--- src/rtl/bcd_to_1of8_driver_pkg.sv ---
// bcd_to_1of8_driver_pkg: state encodings and code limit shared by the 1-of-8 driver
package bcd_to_1of8_driver_pkg;
    typedef enum logic [1:0] {
        ST_IDLE = 2'd0,
        ST_HOLD = 2'd1,
        ST_GAP  = 2'd2
    } state_t;
    localparam logic [3:0] BCD1OF8_MAX_CODE = 4'd7;
endpackage

--- src/rtl/bcd_to_1of8_driver_onehot8_enc.sv ---
// onehot8_enc: combinational 3-bit code to one-hot-8 encoder
module onehot8_enc (
    input  logic [2:0] code,
    output logic [7:0] onehot
);
    assign onehot = 8'd1 << code;
endmodule

--- src/rtl/bcd_to_1of8_driver.sv ---
// bcd_to_1of8_driver: handshaked BCD to registered one-of-8 line with hold and blanking gap
// Optional BCD1OF8_ERR_STICKY_EN adds err_clr and makes err sticky.
module bcd_to_1of8_driver
    import bcd_to_1of8_driver_pkg::*;
#(
    parameter int HOLD_CYCLES = 4,
    parameter int CNT_W       = 8
) (
    input  logic       clk,
    input  logic       rst_n,
`ifdef BCD1OF8_ERR_STICKY_EN
    input  logic       err_clr,
`endif
    input  logic       in_valid,
    output logic       in_ready,
    input  logic [3:0] bcd,
    output logic [7:0] one_of_8,
    output logic       out_valid,
    output logic       busy,
    output logic       err
);
    state_t           state;
    logic [CNT_W-1:0] cnt;
    logic [7:0]       enc;
    logic             xfer;
    logic             bad;
    logic             err_nxt;
    onehot8_enc u_enc (.code(bcd[2:0]), .onehot(enc));
    assign in_ready  = state == ST_IDLE;
    assign busy      = state != ST_IDLE;
    assign out_valid = |one_of_8;
    assign xfer      = in_valid && in_ready;
    assign bad       = bcd > BCD1OF8_MAX_CODE;
`ifdef BCD1OF8_ERR_STICKY_EN
    assign err_nxt = (xfer && bad) ? 1'b1 : err_clr ? 1'b0 : err;
`else
    assign err_nxt = xfer && bad;
`endif
    always_ff @(posedge clk or negedge rst_n) begin
        if (!rst_n) begin
            state    <= ST_IDLE;
            one_of_8 <= '0;
            cnt      <= '0;
            err      <= 1'b0;
        end else begin
            err <= err_nxt;
            case (state)
                ST_IDLE: if (xfer && !bad) begin
                    state    <= ST_HOLD;
                    one_of_8 <= enc;
                    cnt      <= CNT_W'(HOLD_CYCLES - 1);
                end
                ST_HOLD: if (cnt == '0) begin
                    state    <= ST_GAP;
                    one_of_8 <= '0;
                end else begin
                    cnt <= cnt - 1'b1;
                end
                default: begin
                    state    <= ST_IDLE;
                    one_of_8 <= '0;
                end
            endcase
        end
    end
endmodule

--- config.mk ---
export PLATFORM = sky130hd
export DESIGN_NAME = bcd_to_1of8_driver
export DESIGN_NICKNAME = d
export VERILOG_FILES = /design/src/rtl/bcd_to_1of8_driver_pkg.sv /design/src/rtl/bcd_to_1of8_driver_onehot8_enc.sv /design/src/rtl/bcd_to_1of8_driver.sv
export SDC_FILE = /design/constraint.sdc
export NUM_CORES = 1
export LEC_CHECK = 0
export CORE_UTILIZATION = 50
export DETAILED_ROUTE_END_ITERATION = 10
export HOLD_SLACK_MARGIN = 0.06
export PLACE_DENSITY = 0.85
export SYNTH_ARGS = -nofsm -noshare
export SYNTH_HDL_FRONTEND = slang
export SYNTH_SLANG_ARGS = --single-unit
--- constraint.sdc ---
create_clock -name clk -period 2.05 [get_ports clk]
set_input_delay 0.205 -clock clk [delete_from_list [all_inputs] [get_ports clk]]
set_output_delay 0.205 -clock clk [all_outputs]
set_load 0.02 [all_outputs]
==> results.py, run 1 <==
metrics = {
    "status": {
        "outcome": "completed",
    },
    "sta": {
        "max_slew.worst_pin.slew_ns": 0.719,
        "setup_viol": 0,
        "final-hold-violation-count": 0,
        "postLayoutSetupSlackWorst_ns": 0.143,
        "tns_ns": 0,
        "min_period_ns": 1.91,
        "rsz0062_at_grt": "no",
        "final.setup_skew_ns": 0.00795,
        "max_clock_freq_mhz": 524,
        "relSlewSlack_pct": 51.4,
        "post-route-period-util_pct": 93.0,
        "slew_violations": 0,
    },
    "yosys": {
        "yosys.area_share.simple_pct": 24.7,
        "synth_top_family_by_area": "simple AND/OR/NAND/NOR gates",
        "syn-num-nets": 98,
        "synthArstFlopShare_pct": 100,
        "synth_top_cells_by_area": "dfrtp_1, mux2i_1, a32o_1",
        "synth_compound_area_share_pct": 11.9,
        "synth_edf_count": 0,
        "yosysWarnings": 0,
        "synth-main-ff-cell": "dfrtp_1",
        "synth_cells": 89,
        "yosysTopAreaCell": "dfrtp_1",
        "synth_cell_types": 31,
        "yosysSeqAreaShare_pct": 46.1,
        "synth_xor_area_share_pct": 0,
        "synth-adder-area-share_pct": 2.42,
        "ys_ff_latch": 19,
        "avgSynthCellArea_um2": 11.6,
        "synth_area_um2": 1030,
        "synth_top_area_share_pct": 46.1,
        "muxShareOfSynthArea_pct": 10.1,
    },
    "detailed_routing": {
        "post-route-drc-count": 0,
        "drt-initial-drc-count": 22,
        "dr.pass1.iters": 4,
        "wl_per_cell_um": 15.6,
        "wl_mm": 2.13,
        "vias_per_cell": 5.76,
        "drtAntennaViolNets": 0,
        "num_vias": 784,
    },
    "critical_path": {
        "path_max_fanout": 8,
        "worstPathCellList": "inv_1 > ha_1 > nor3b_1 > a311oi_4 > mux2_2",
        "cp.required_ns": 2.24,
        "slowest_delay_ns": 0.49,
        "path_buf_inv": 1,
        "worstPathArrival_ns": 2.10,
        "cp_top_family": "compound AO/OA/AOI/OAI gates",
        "critPathSlowestCell": "a311oi_4",
        "start_kind": "flop",
        "crit_type": "reg2reg",
        "endpoint_kind": "flop",
    },
    "clock_tree": {
        "cts-root-buf": "clkbuf_4",
        "post-cts-setup-buffers": 0,
        "cts.htree.levels": 1,
        "clkTransAtPathRegs_ns": 0.11,
        "cts_hold_buf": 0,
        "clk_path_buf_depth": 2,
        "worstSkewPairLatency_ns": 0.30,
        "cts-buffers-inserted": 3,
        "cts_tree": "yes",
        "post_cts_resized": 0,
        "clock-sinks": 19,
    },
    "global_routing": {
        "antenna_found_initial": 0,
        "first_global_vias": 757,
        "grt_first_pass_wirelength_mm": 3.15,
        "grt_overflow": 0,
        "grt_max_degree": 20,
        "grt_usage_pct": 20.8,
    },
    "floorplan": {
        "start_util_pct": 53.2,
        "io_pins": 19,
        "coreArea_um2": 1940,
        "rows": 16,
        "design.die.area_um2": 2250,
        "die_h_um": 47.4,
        "die_w_um": 47.4,
    },
    "layout": {
        "nNetsFinal": 119,
        "diodes": 0,
        "stdcell_area_um2": 1250,
        "drive_above_1_share_pct": 14.7,
        "syn2layout_area_growth_pct": 21.5,
    },
    "place": {
        "place_congestion": 0.791,
        "port_buffers": 18,
        "post-dp-hpwl_mm": 1.61,
        "place_ws_ns": 0.197,
        "dpl-instance-area_um2": 1230,
    },
    "power_and_ir_drop": {
        "p_leak_nw": 0.584,
        "peakVddDrop_mv": 0.638,
        "power_density_nw_per_um2": 1140,
    },
    "min_path": {
        "hold_path.class": "in2async",
    },
    "run": {
        "max_cap_violations": 0,
    },
}
-- layout by cell type, fill, tap and decap left out, drive strengths merged, types with 2 or more instances in the layout --
cell | Yosys | routed
or2b | 2 | 2
nor3 | 5 | 5
mux2i | 7 | 7
nor4b | 2 | 2
nand4 | 2 | 2
clkbuf | 0 | 3
dfrtp | 19 | 19
nor3b | 2 | 2
nor4 | 3 | 3
or3b | 2 | 2
a32o | 4 | 4
nand2 | 7 | 7
nor2 | 6 | 6
ha | 2 | 2
and3 | 2 | 2
o211ai | 2 | 2
inv | 6 | 6
mux2 | 3 | 3
clkdlybuf4s50 | 0 | 18
-- cell type report --
cell class	count	area, µm²
clock buffer	3	22.5
clock inverter	1	5.00
fill	163	688
inverter	6	22.5
multi-input combinational	61	507
sequential	19	475
tap	27	33.8
timing repair buffer	19	188
-- worst register-to-register path, stage by stage (launching register included) --
cell and delay, ns:
dfrtp_1 0.43, inv_1 0.09, ha_1 0.21, nor3b_1 0.18, a311oi_4 0.49, mux2_2 0.40
-- metrics by stage --
stage,utilization [%],hold slack [ns],cells,total power [W]
after floorplan,-,-0.0906,89,0.00105
after global placement,63.1,0.512,132,0.00121
after detailed placement,63.1,0.520,132,0.00124
after global routing,64.6,0.265,136,0.00152
after CTS,64.6,0.216,136,0.00144
final,64.6,0.220,136,0.00143
-- synth_stat cells (3+ instances only) --
cell type and number:
nor2_1 5, nand2_1 7, inv_1 6, nor3_1 5
a32o_1 4, dfrtp_1 19, mux2_2 3, mux2i_1 7
-- metal layers --
layer / vias up / GRT usage (%) / share of wire, %
met5: - / 0 / 0
met4: 0 / 13.7 / 3.3
met3: 8 / 3.77 / 4.9
met2: 25 / 37.5 / 53
met1: 380 / 22.0 / 39
li1: 371 / - / -
-- logic make-up after synthesis --
logic type	after synthesis
AO/OA/AOI/OAI	12
adder cells (fa/ha/maj)	2
buffers and inverters	9
flip-flops	19
multiplexers	10
AND/OR/NAND/NOR	37
-- path summary, 6_finish.rpt --
kind	from	to	slack [ns]	cells past startpoint
hold reg to reg	one_of_8[2]	one_of_8[2]	0.54	1
hold / removal	rst_n	one_of_8[6]	0.22	2
min in group clk	one_of_8[2]	one_of_8[2]	0.54	1
setup reg to reg	cnt[0]	one_of_8[7]	0.14	5
setup / recovery	cnt[0]	one_of_8[7]	0.14	5
max in group asynchronous	rst_n	cnt[4]	1.63	2
-- sequential cells by signal, summed over array words and instances, names as in the netlist --
name      cells
state         2
one_of_8      8
cnt           8
err           1
-- power breakdown --
group          internal [W]  switching, W
registers          0.000482      0.000151
logic              0.000299      0.000309
clock network     0.0000728      0.000117
total              0.000854      0.000577
Power figures use the tool's default switching activity.
==> inputs of run 2 (changes only) <==
--- a/config.mk
+++ b/config.mk
@@ -8,6 +8,7 @@
 export CORE_UTILIZATION = 50
 export DETAILED_ROUTE_END_ITERATION = 10
 export HOLD_SLACK_MARGIN = 0.06
+export MAX_ROUTING_LAYER = met4
 export PLACE_DENSITY = 0.85
 export SYNTH_ARGS = -nofsm -noshare
 export SYNTH_HDL_FRONTEND = slang
==> results.py, run 2 (synthesis gave the netlist of run 1 again) <==
metrics = {
    "layout": {
        "syn2layout_area_growth_pct": 21.5,
        "diodes": 0,
        "reg_top3": "cnt: 8 flops, one_of_8: 8 flops, state: 2 flops",
        "drive_above_1_share_pct": 14.7,
        "final_cell_mix": "dfrtp_1, clkdlybuf4s50_1, nand2_1, mux2i_1, inv_1",
        "stdcell_count": 136,
        "nNetsFinal": 119,
        "layout_commonest_cell": "dfrtp_1",
        "stdcell_area_um2": 1250,
        "nFillCells": 163,
    },
    "critical_path": {
        "path_max_fanout": 8,
        "cp.required_ns": 2.24,
        "start_kind": "flop",
        "endpoint_kind": "flop",
        "worstPathArrival_ns": 2.09,
        "r2r_start": "cnt[0]",
        "crit_type": "reg2reg",
        "critPathLaunch": "cnt[0]",
    },
    "floorplan": {
        "rows": 16,
        "start_util_pct": 53.2,
        "die_h_um": 47.4,
        "die_w_um": 47.4,
        "design.die.area_um2": 2250,
        "coreArea_um2": 1940,
        "io_pins": 19,
    },
    "clock_tree": {
        "cts.htree.levels": 1,
        "cts-root-buf": "clkbuf_4",
        "worstSkewPairLatency_ns": 0.30,
        "cts_tree": "yes",
        "clk_path_buf_depth": 2,
        "cts_hold_buf": 0,
        "post_cts_resized": 0,
        "cts-buffers-inserted": 3,
        "post-cts-setup-buffers": 0,
        "clock-sinks": 19,
        "clkTransAtPathRegs_ns": 0.11,
    },
    "place": {
        "post-dp-hpwl_mm": 1.61,
        "place_congestion": 0.802,
        "dpl-instance-area_um2": 1230,
        "port_buffers": 18,
        "place_ws_ns": 0.197,
        "dp.cells": 132,
    },
    "global_routing": {
        "grt_max_degree": 20,
        "first_global_vias": 758,
        "grt_first_pass_wirelength_mm": 3.15,
        "grt_usage_pct": 21.5,
        "antenna_found_initial": 0,
        "grt_overflow": 0,
    },
    "min_path": {
        "hold_path.class": "in2async",
    },
    "sta": {
        "whs_ns": 0.221,
        "final-hold-violation-count": 0,
        "postLayoutSetupSlackWorst_ns": 0.144,
        "max_clock_freq_mhz": 525,
        "tns_ns": 0,
        "max_slew.worst_pin.slew_ns": 0.720,
        "final.setup_skew_ns": 0.00745,
        "rsz0062_at_grt": "no",
        "setup_viol": 0,
        "slew_violations": 0,
        "min_period_ns": 1.91,
        "post-route-period-util_pct": 93.0,
        "relSlewSlack_pct": 51.3,
    },
    "power_and_ir_drop": {
        "p_leak_nw": 0.584,
        "peakVddDrop_mv": 0.637,
        "power_density_nw_per_um2": 1140,
    },
    "run": {
        "max_cap_violations": 0,
    },
    "detailed_routing": {
        "num_vias": 783,
        "drtAntennaViolNets": 0,
        "drt-initial-drc-count": 22,
        "vias_per_cell": 5.76,
        "post-route-drc-count": 0,
        "wl_per_cell_um": 15.6,
        "wl_mm": 2.12,
        "dr.pass1.iters": 4,
    },
    "status": {
        "outcome": "completed",
    },
}
## run 2: through the flow
| step | util [%] | power (W) |
|---|---|---|
| after floorplan | - | 0.00105 |
| after global placement | 63.1 | 0.00121 |
| after detailed placement | 63.1 | 0.00124 |
| after CTS | 64.6 | 0.00144 |
| after global routing | 64.6 | 0.00152 |
| final | 64.6 | 0.00143 |
## run 2: layer usage
layer / part of all wire (%) / track usage, %
met1: 39 / 22.0
met2: 54 / 37.5
met3: 4.8 / 3.77
met4: 3.0 / 13.7
met5: 0 / -
## run 2: worst max-delay path, cell delays in order, from the launching register on
cell	delay, ns
dfrtp_1	0.43
inv_1	0.09
ha_1	0.21
nor3b_1	0.18
a311oi_4	0.49
mux2_2	0.39
## run 2: layout make-up
type / instances / area (µm²) / share of cell area (%)
Timing Repair Buffer: 19 / 188 / 15.0
Inverter: 6 / 22.5 / 1.80
Tap cell: 27 / 33.8 / 2.69
Sequential cell: 19 / 475 / 37.9
Multi-Input combinational cell: 61 / 507 / 40.4
Clock inverter: 1 / 5.00 / 0.399
Clock buffer: 3 / 22.5 / 1.80
## run 2: final timing paths
path	depth (start not counted)	slack, ns	end
setup / recovery	5	0.14	one_of_8[7]
hold / removal	2	0.22	one_of_8[6]
setup reg to reg	5	0.14	one_of_8[7]
hold reg to reg	1	0.54	one_of_8[2]
max in group asynchronous	2	1.63	cnt[4]
min in group clk	1	0.54	one_of_8[2]
## run 2: power by group
group	leakage, nW	internal, W	total (W)	switching (W)
registers	0.244	0.000482	0.000632	0.000151
logic	0.322	0.000299	0.000608	0.000309
clock network	0.0177	0.0000728	0.000189	0.000116
total	0.584	0.000854	0.00143	0.000576
==> inputs of run 3 (changes only) <==
--- a/config.mk
+++ b/config.mk
@@ -5,6 +5,7 @@
 export SDC_FILE = /design/constraint.sdc
 export NUM_CORES = 1
 export LEC_CHECK = 0
+export CORE_MARGIN = 5
 export CORE_UTILIZATION = 50
 export DETAILED_ROUTE_END_ITERATION = 10
 export HOLD_SLACK_MARGIN = 0.06
==> results.py, run 3 (synthesis gave the netlist of run 1 again) <==
metrics = {
    "layout": {
        "regArea_um2": 475,
        "stdcell_count": 136,
        "final_cell_mix": "dfrtp_1, clkdlybuf4s50_1, nand2_1, mux2i_1, inv_1",
        "nNetsFinal": 119,
        "syn2layout_area_growth_pct": 21.3,
        "layout_commonest_cell": "dfrtp_1",
        "nFillCells": 157,
        "reg_top3": "cnt: 8 flops, one_of_8: 8 flops, state: 2 flops",
        "diodes": 0,
        "drive_above_1_share_pct": 13.8,
        "multiInputGateArea_um2": 507,
    },
    "global_routing": {
        "grt_overflow": 0,
        "first_global_vias": 795,
        "grt_max_degree": 20,
        "antenna_found_initial": 0,
        "grt_first_pass_wirelength_mm": 3.70,
        "grt_usage_pct": 15.6,
    },
    "floorplan": {
        "io_pins": 19,
        "design.die.area_um2": 3070,
        "coreArea_um2": 1960,
        "die_w_um": 55.4,
        "start_util_pct": 52.6,
        "die_h_um": 55.4,
        "rows": 16,
    },
    "sta": {
        "max_clock_freq_mhz": 528,
        "rsz0062_at_grt": "no",
        "post-route-period-util_pct": 92.3,
        "slew_violations": 0,
        "final-hold-violation-count": 0,
        "max_slew.worst_pin.slew_ns": 0.568,
        "relSlewSlack_pct": 61.6,
        "whs_ns": 0.215,
        "postLayoutSetupSlackWorst_ns": 0.157,
        "tns_ns": 0,
        "setup_viol": 0,
        "min_period_ns": 1.89,
        "final.setup_skew_ns": 0.00868,
    },
    "clock_tree": {
        "post_cts_resized": 0,
        "cts.htree.levels": 1,
        "cts-root-buf": "clkbuf_4",
        "cts_hold_buf": 0,
        "post-cts-setup-buffers": 0,
        "cts-buffers-inserted": 3,
        "clk_path_buf_depth": 2,
        "clock-sinks": 19,
        "cts_tree": "yes",
        "clkTransAtPathRegs_ns": 0.12,
        "worstSkewPairLatency_ns": 0.31,
    },
    "place": {
        "dp.cells": 132,
        "post-dp-hpwl_mm": 1.68,
        "place_congestion": 0.782,
        "port_buffers": 18,
        "place_ws_ns": 0.209,
    },
    "critical_path": {
        "worstPathArrival_ns": 2.09,
        "critPathSlowestCell": "a311oi_4",
        "worstPathCellList": "inv_1 > ha_1 > nor3b_1 > a311oi_4 > mux2_2",
        "path_max_fanout": 8,
        "slowest_delay_ns": 0.48,
        "endpoint_kind": "flop",
        "start_kind": "flop",
        "cp.required_ns": 2.25,
        "crit_type": "reg2reg",
    },
    "power_and_ir_drop": {
        "power_density_nw_per_um2": 1160,
        "p_leak_nw": 0.581,
        "peakVddDrop_mv": 0.656,
    },
    "detailed_routing": {
        "wl_per_cell_um": 16.2,
        "num_vias": 775,
        "post-route-drc-count": 0,
        "drtAntennaViolNets": 0,
        "wl_mm": 2.21,
        "vias_per_cell": 5.70,
        "dr.pass1.iters": 4,
        "drt-initial-drc-count": 14,
    },
    "min_path": {
        "hold_path.class": "in2async",
    },
    "run": {
        "max_cap_violations": 0,
    },
    "status": {
        "outcome": "completed",
    },
}
[run 3: cell type report]
cell class	instances	share of cell area [%]
Tap cell	27	2.70
Timing Repair Buffer	19	15.0
Sequential cell	19	38.0
Multi-Input combinational cell	61	40.5
Inverter	6	1.80
Clock buffer	4	2.10
[run 3: where the power goes]
part           leakage [nW]  internal (W)  switching [W]
Combinational         0.322      0.000299       0.000314
Clock                0.0150     0.0000761       0.000124
Sequential            0.244      0.000481       0.000154
Total                 0.581      0.000856       0.000593
[run 3: through the flow]
stage | instance area, µm² | total power [W] | utilization, %
finish | 1250 | 0.00145 | 63.8
global route | 1250 | 0.00155 | 63.8
CTS | 1250 | 0.00145 | 63.8
detailed placement | 1230 | 0.00125 | 62.5
global placement | 1230 | 0.00121 | 62.5
floorplan | 1030 | 0.00105 | -
[run 3: path summary, 6_finish.rpt]
kind,depth (start not counted),endpoint,start,slack [ns]
worst max-delay path,5,one_of_8[6],cnt[0],0.16
worst min-delay path,2,one_of_8[3],rst_n,0.21
worst max register to register,5,one_of_8[6],cnt[0],0.16
worst min register to register,1,one_of_8[2],one_of_8[2],0.56
max in group asynchronous,2,cnt[3],rst_n,1.63
min in group clk,2,err,in_valid,0.52
[run 3: per-layer routing]
metal	wire length (µm)	up-vias	GRT usage [%]
li1	-	374	-
met1	936	379	16.4
met2	1160	15	27.5
met3	69	7	3.50
met4	43	0	7.29
met5	0	-	-
[run 3: critical path: cells and delay by family (launching register included)]
| kind | cells | cell delay (ns) |
|---|---|---|
| AOI/OAI and AO/OA | 1 | 0.48 |
| adders and majority gates | 1 | 0.21 |
| buffers and inverters | 1 | 0.09 |
| DFF | 1 | 0.44 |
| muxes | 1 | 0.39 |
| and+or+nand+nor | 1 | 0.17 |
